### src/rtl/noc_endpoint.sv
// rtl/noc_endpoint.sv - NoC endpoint: packetizes PE words and depacketizes router packets
module noc_endpoint_fifo #(
   parameter int WIDTH = 8,
   parameter int DEPTH = 4
) (
   input  logic             clk,
   input  logic             reset,
   input  logic             push,
   input  logic [WIDTH-1:0] push_data,
   input  logic             pop,
   output logic             full,
   output logic             empty,
   output logic [WIDTH-1:0] head
);
   localparam int AW = $clog2(DEPTH);
   localparam logic [AW:0] FULL_COUNT = DEPTH[AW:0];

   logic [WIDTH-1:0] mem [DEPTH];
   logic [AW-1:0]    wr_ptr;
   logic [AW-1:0]    rd_ptr;
   logic [AW:0]      count;

   // Callers only push when not full and only pop when not empty.
   always_ff @(posedge clk) begin
      if (reset) begin
         wr_ptr <= '0;
         rd_ptr <= '0;
         count  <= '0;
      end else begin
         if (push) wr_ptr <= wr_ptr + 1'b1;
         if (pop)  rd_ptr <= rd_ptr + 1'b1;
         if (push && !pop)      count <= count + 1'b1;
         else if (pop && !push) count <= count - 1'b1;
      end
   end

   always_ff @(posedge clk) begin
      if (push) mem[wr_ptr] <= push_data;
   end

   assign full  = (count == FULL_COUNT);
   assign empty = (count == '0);
   assign head  = mem[rd_ptr];
endmodule

module noc_endpoint #(
   parameter int           WIDTH_PACKAGE = 50,
   parameter logic [3:0]   NODE_LOC      = 4'b00_00,
   parameter int           FIFO_DEPTH    = 4
) (
   input  logic                     clk,
   input  logic                     reset,
   input  logic                     tx_valid,
   output logic                     tx_ready,
   input  logic [3:0]               tx_dest,
   input  logic [1:0]               tx_op,
   input  logic [39:0]              tx_data,
   output logic                     net_out_valid,
   input  logic                     net_out_ready,
   output logic [WIDTH_PACKAGE-1:0] net_out_pkt,
   input  logic                     net_in_valid,
   output logic                     net_in_ready,
   input  logic [WIDTH_PACKAGE-1:0] net_in_pkt,
   output logic                     rx_valid,
   input  logic                     rx_ready,
   output logic [3:0]               rx_src,
   output logic [1:0]               rx_op,
   output logic [39:0]              rx_data,
   output logic                     misroute_err,
   output logic [7:0]               drop_count
);
   localparam int RX_W = 46;

   logic                     tx_full, tx_empty, rx_full, rx_empty;
   logic [WIDTH_PACKAGE-1:0] tx_head;
   logic [RX_W-1:0]          rx_head;
   logic                     tx_push, tx_pop, rx_push, rx_pop;
   logic                     in_xfer, dest_match;

   // Readiness comes from registered occupancy only, so a full FIFO refuses
   // a push even in a cycle where it is also popping.
   assign tx_ready      = !reset && !tx_full;
   assign net_in_ready  = !reset && !rx_full;
   assign net_out_valid = !reset && !tx_empty;
   assign rx_valid      = !reset && !rx_empty;

   assign tx_push    = tx_valid && tx_ready;
   assign tx_pop     = net_out_valid && net_out_ready;
   assign in_xfer    = net_in_valid && net_in_ready;
   assign dest_match = (net_in_pkt[49:46] == NODE_LOC);
   assign rx_push    = in_xfer && dest_match;
   assign rx_pop     = rx_valid && rx_ready;

   noc_endpoint_fifo #(.WIDTH(WIDTH_PACKAGE), .DEPTH(FIFO_DEPTH)) u_tx_fifo (
      .clk       (clk),
      .reset     (reset),
      .push      (tx_push),
      .push_data ({tx_dest, NODE_LOC, tx_op, tx_data}),
      .pop       (tx_pop),
      .full      (tx_full),
      .empty     (tx_empty),
      .head      (tx_head)
   );

   noc_endpoint_fifo #(.WIDTH(RX_W), .DEPTH(FIFO_DEPTH)) u_rx_fifo (
      .clk       (clk),
      .reset     (reset),
      .push      (rx_push),
      .push_data (net_in_pkt[RX_W-1:0]),
      .pop       (rx_pop),
      .full      (rx_full),
      .empty     (rx_empty),
      .head      (rx_head)
   );

   // Data outputs are forced to zero while empty so stale entries never leak.
   assign net_out_pkt = net_out_valid ? tx_head : '0;
   assign rx_src      = rx_valid ? rx_head[45:42] : '0;
   assign rx_op       = rx_valid ? rx_head[41:40] : '0;
   assign rx_data     = rx_valid ? rx_head[39:0]  : '0;

   always_ff @(posedge clk) begin
      if (reset) begin
         misroute_err <= 1'b0;
         drop_count   <= '0;
      end else if (in_xfer && !dest_match) begin
         misroute_err <= 1'b1;
         if (drop_count != 8'hFF) drop_count <= drop_count + 8'd1;
      end
   end
endmodule
### config.mk
export PLATFORM = sky130hd
export DESIGN_NAME = noc_endpoint
export DESIGN_NICKNAME = d
export VERILOG_FILES = /design/src/rtl/noc_endpoint.sv
export SDC_FILE = /design/constraint.sdc
export NUM_CORES = 1
export LEC_CHECK = 0
export ABC_AREA = 1
export BUFFER_PORTS_ARGS = -buffer_cell sky130_fd_sc_hd__clkbuf_2
export CAP_MARGIN = 30
export CORE_UTILIZATION = 30
export CTS_BUF_LIST = sky130_fd_sc_hd__clkbuf_8
export DETAILED_ROUTE_END_ITERATION = 8
export HOLD_SLACK_MARGIN = 0.02
export PLACE_DENSITY = 0.56
export SLEW_MARGIN = 15
export SYNTH_ARGS = -nofsm -noshare
export SYNTH_HDL_FRONTEND = slang
export SYNTH_SLANG_ARGS = --single-unit
export TNS_END_PERCENT = 5
### constraint.sdc
create_clock -name clk -period 4.04 [get_ports clk]
set_input_delay 0.808 -clock clk [delete_from_list [all_inputs] [get_ports clk]]
set_output_delay 0.808 -clock clk [all_outputs]
set_load 0.02 [all_outputs]
== Word-level counts from Yosys, hierarchy flattened ==
Memory sizes are Yosys's and may differ from the RTL's. A register that Yosys moved wholly into a read port is not among the register bits.
Cells that the tools add are included.

* Reduce and logical (&&, ||, !) cells: 30
* Add/sub/neg operators: 9
* Equality and inequality tests: 3
* Multiplexer cells: 16

{| class="wikitable"
|+ Operators with widths
! kind !! number
|-
| $mux 50 || 1
|-
| $mux 40 || 1
|-
| $logic_and 1x1->1 || 14
|-
| $mux 3 || 4
|-
| $logic_not 1->1 || 10
|-
| $mux 2 || 5
|-
| $add 2x1->2 const B || 4
|-
| $add 8x1->8 const B || 1
|-
| $ne 8x8->1 const B || 1
|-
| $add 3x1->3 const B || 2
|-
| $eq 3x3->1 const B || 2
|-
| $logic_not 3->1 || 2
|-
| $sub 3x1->3 const B || 2
|-
| $logic_not 4->1 || 1
|-
| $mux 1 || 4
|-
| $mux 4 || 1
|-
| $reduce_bool 2->1 || 2
|-
| $reduce_and 2->1 || 1
|}

* Output and inout bits: 109
* Input bits: 102
* Memories: 2
* Bits in registers: 23
* Bits in writable memories: 368
* Logic and storage cells: 68

{| class="wikitable"
|+ Memories
! memory !! words !! bits a word !! read ports !! clocked after memory_dff !! wr ports !! line !! source
|-
| u_rx_fifo.mem || 4 || 46 || 1 || 1 || 1 || 18 || <nowiki>logic [WIDTH-1:0] mem [DEPTH];</nowiki>
|-
| u_tx_fifo.mem || 4 || 46 || 1 || 1 || 1 || 18 ||
|}

== Logic depth before layout (Yosys ltp) ==
* Depth in word-level cells: 9
* Gate-level depth with buffers: 12

== Modules after synthesis ==
Synthesis repeated with hierarchy kept, for this count alone.

* Cell total of the unflattened synthesis: 1345
* Area total of the unflattened synthesis: 16727.3 um^2

{| class="wikitable"
|+ Modules (own cells, without submodules)
! module !! cells an instance !! times used !! seq. area each (um^2) !! area an instance (um^2)
|-
| noc_endpoint_fifo at u_tx_fifo || 541 || 1 || 6185.9 || 7993.9
|-
| noc_endpoint_fifo at u_rx_fifo || 503 || 1 || 5705.5 || 7268.2
|-
| noc_endpoint || 301 || 1 || 180.2 || 1465.2
|}

== Worst setup path before layout ==
OpenSTA, ideal clock, no wires.

* Path kind: input port to flip-flop
* Start point: in reset
* End point: mem u_rx_fifo.mem[0][0] (netlist bit), enable pin
* Data required time: 3.591 ns
* Data arrival time: 3.178 ns
* Path slack: 0.413 ns
* Setup time: 0.449 ns
* Stages: 5
* Cell sequence: inv_2 > nand3_4 > nor2_2 > inv_2 > nor2_1

* Longest elaborated chain between the ends: 6

{| class="wikitable"
|+ RTL lines
! what !! line !! source
|-
| start: declaration || 52 || <nowiki>input logic reset,</nowiki>
|-
| $logic_not 1->1 || 83 || <nowiki>assign net_in_ready = !reset && !rx_full;</nowiki>
|-
| $logic_and 1x1->1 || 83 ||
|-
| $logic_and 1x1->1 || 89 || <nowiki>assign in_xfer = net_in_valid && net_in_ready;</nowiki>
|-
| $logic_and 1x1->1 || 91 || <nowiki>assign rx_push = in_xfer && dest_match;</nowiki>
|-
| via rx_push || 77 || <nowiki>logic tx_push, tx_pop, rx_push, rx_pop;</nowiki>
|-
| $mux 1 || 38 || <nowiki>if (push) mem[wr_ptr] <= push_data;</nowiki>
|-
| $mux 1 (implied by the code) || 38 ||
|-
| end: declaration || 18 ||
|}

The timed path passes the listed nets, and every way through them passes these cells.

==> metrics.yaml <==
status: "finished clean"
mostFrequentLayoutCell: "nor2_1"
hpwl_um: 21300
gr-usage-all-layers_pct: 13.8
min_period_over_period_pct: 86.3
ys_warn_count: 0
first_global_vias: 10244
area_growth_pct: 19.7
drv_cap: 0
cts_made_buffers: 72
place_inst: 2137
ys_seq_area_share_pct: 73.9
clk_latency_ps: 630
setup.worst_path.end_class: "primary output"
rsz0062_at_grt: "no"
final_cell_count_no_fill: 2261
finalMaxSlewViolations: 0
r2r_end: "u_tx_fifo.count[2]"
ys_seq_elements: 395
finalClockSkew_ps: 32.8
post_cts_buffers: 0
pwr-share-clk_pct: 37.7
r2r_cells: 12
synth_area_um2: 15700
postLayoutCoreUtil_pct: 36.5
synth_cells: 1295
final_cell_mix: "392 x nor2_1, 368 x edfxtp_1, 206 x clkbuf_2, 189 x o21ai_0, 114 x a21oi_1"
routed_via_density: 4.56
cts_resized: 0
antenna_found_initial: 3
synth_top_cell_by_area: "edfxtp_1"
routed_wl_um: 36800
grt_pass1_wl_um: 56800
clockBufferDepth: 3
p_leak_nw: 6.87
clock-sinks: 395
h-tree-depth: 3
cts_tree: "done"
crit_type: "reg -> out"
p_sw_share_pct: 25.9
hp-start: "tx_data[21]"
gr-total-overflow: 0
p_total_mw: 8.76
die_area_um2: 53200
start_kind: "flop"
nets: 1646
rows: 83
p_int_mw: 6.49
crit_required_ps: 3230
vdd_drop_max_mv: 0.324
ant_nets: 0
hold_class: "in -> reg"
io_buffers: 206
drtIter0Drc: 522
fmax_mhz: 287
postSynthAreaPerCell_um2: 12.1
place.gp.congestion: 0.748
nFillCells: 5093
drc_errors: 0
ys_top_cells_by_area: "edfxtp_1 70%, nor2_1 9.6%, o21ai_0 6.0%"
timing.rr.start: "u_tx_fifo.count[0]"
ys_types: 28
reg2reg_setup_slack_ps: 1580
cp_max_fo: 42
holdBufCountCts: 0
core_area_um2: 51500
netlist.area_leader.share_pct: 70.4
finalCriticalPeriod_ps: 3490
vias: 10306
final.setup.worst_slack_ps: 554
pre_cts_ws_ps: 942
p_comb_share_pct: 9.8
num_antenna_cells: 0
grt_start_max_net_pins: 53
critPathArrivalTime_ps: 2680
worstMarginPinSlew_ps: 780
holdPathEnd: "u_tx_fifo.mem[1][21]"
die_h_um: 231
p_sw_mw: 2.27
ioPinCount: 211
setup_violations: 0
worstHoldPathCells: 1
layout-drive-gt1-share_pct: 21.9
setup_tns_ps: 0
start_util_pct: 30.5
drt_first_pass_iters: 4
p_seq_share_pct: 52.4
power_density_nw_per_um2: 466
clkTransAtPathRegs_ps: 60
drt-wirelength-per-cell_um: 16.3
hold_viol_final: 0
die_w_um: 231
cts_root_buf: "clkbuf_8"
slew-limit-headroom_pct: 48.0
[through the flow]
stage,instance area (µm²),hold slack [ps]
finish,18800,392
detailed placement,17600,464
CTS,18800,301
global placement,17500,451
floorplan,15700,443
global route,18800,341
[metal layers]
layer	GRT usage, %	part of all wire (%)	up-vias	wire length [µm]
met3	4.68	7.3	74	2700
met1	17.0	43	4955	15900
met5	0	0.11	-	42
li1	-	-	5012	-
met4	5.36	2.5	6	906
met2	22.4	47	259	17200
[final cells by class]
cell class | count | area [µm²] | area share [%]
clock buffers | 73 | 1000 | 5.35
repair buffers | 234 | 1340 | 7.14
well taps | 680 | 851 | 4.53
inverters | 46 | 173 | 0.919
multi-input cells | 782 | 3590 | 19.1
flip-flops and latches | 395 | 11600 | 61.7
clock inverters | 51 | 228 | 1.21
[power by group through the flow]
stage	logic [mW]	clock network (mW)	registers (mW)
5_1_grt	0.965	3.59	4.60
6_report	0.863	3.30	4.60
2_1_floorplan	0.542	0	4.67
3_5_place_dp	0.877	0	4.68
4_1_cts	0.881	3.43	4.60
3_3_place_gp	0.861	0	4.68
[synthesized netlist by cell type (all sizes together)]
cell	n
nor2	405
edfxtp	368
o21ai	197
a21oi	115
buf	53
inv	46
dfxtp	27
nand2	27
clkbuf	22
nand3	16
ha	11
a31oi	2
fa	2
conb	1
nand4	1
nor3	1
xor2	1
[cell families after synthesis]
family	share of synthesized area [%]
compound gates	10.1
xor+xnor	0.0558
fa+ha+maj	1.13
flops	73.9
buf+inv	3.71
other cells	0.0239
simple gates	11.2
[registers in the layout, summed over array words and instances, names as in the netlist, named ones only]
name              flops
u_tx_fifo.mem       184
u_tx_fifo.count       3
u_rx_fifo.count       3
u_rx_fifo.wr_ptr      2
u_rx_fifo.rd_ptr      2
u_tx_fifo.wr_ptr      2
misroute_err          1
drop_count            8
u_tx_fifo.rd_ptr      2
u_rx_fifo.mem       184
[worst max-delay path by stage]
stage	start	to	slack [ps]	cells past startpoint
floorplan	reset	u_rx_fifo.mem[0][0]	410	5
global placement	reset	u_rx_fifo.count[2]	890	14
detailed placement	reset	net_out_pkt[47]	940	6
CTS	flop	net_out_pkt[4]	400	5
global route	flop	net_out_pkt[11]	250	5
finish	flop	net_out_pkt[4]	550	5
[critical path, cell delays in order, from the launching register on]
cell and delay (ps):
dfxtp_2 470, inv_2 550, buf_4 420, o21ai_0 140, a21oi_1 240, clkbuf_2 220
Power figures use the tool's default switching activity.
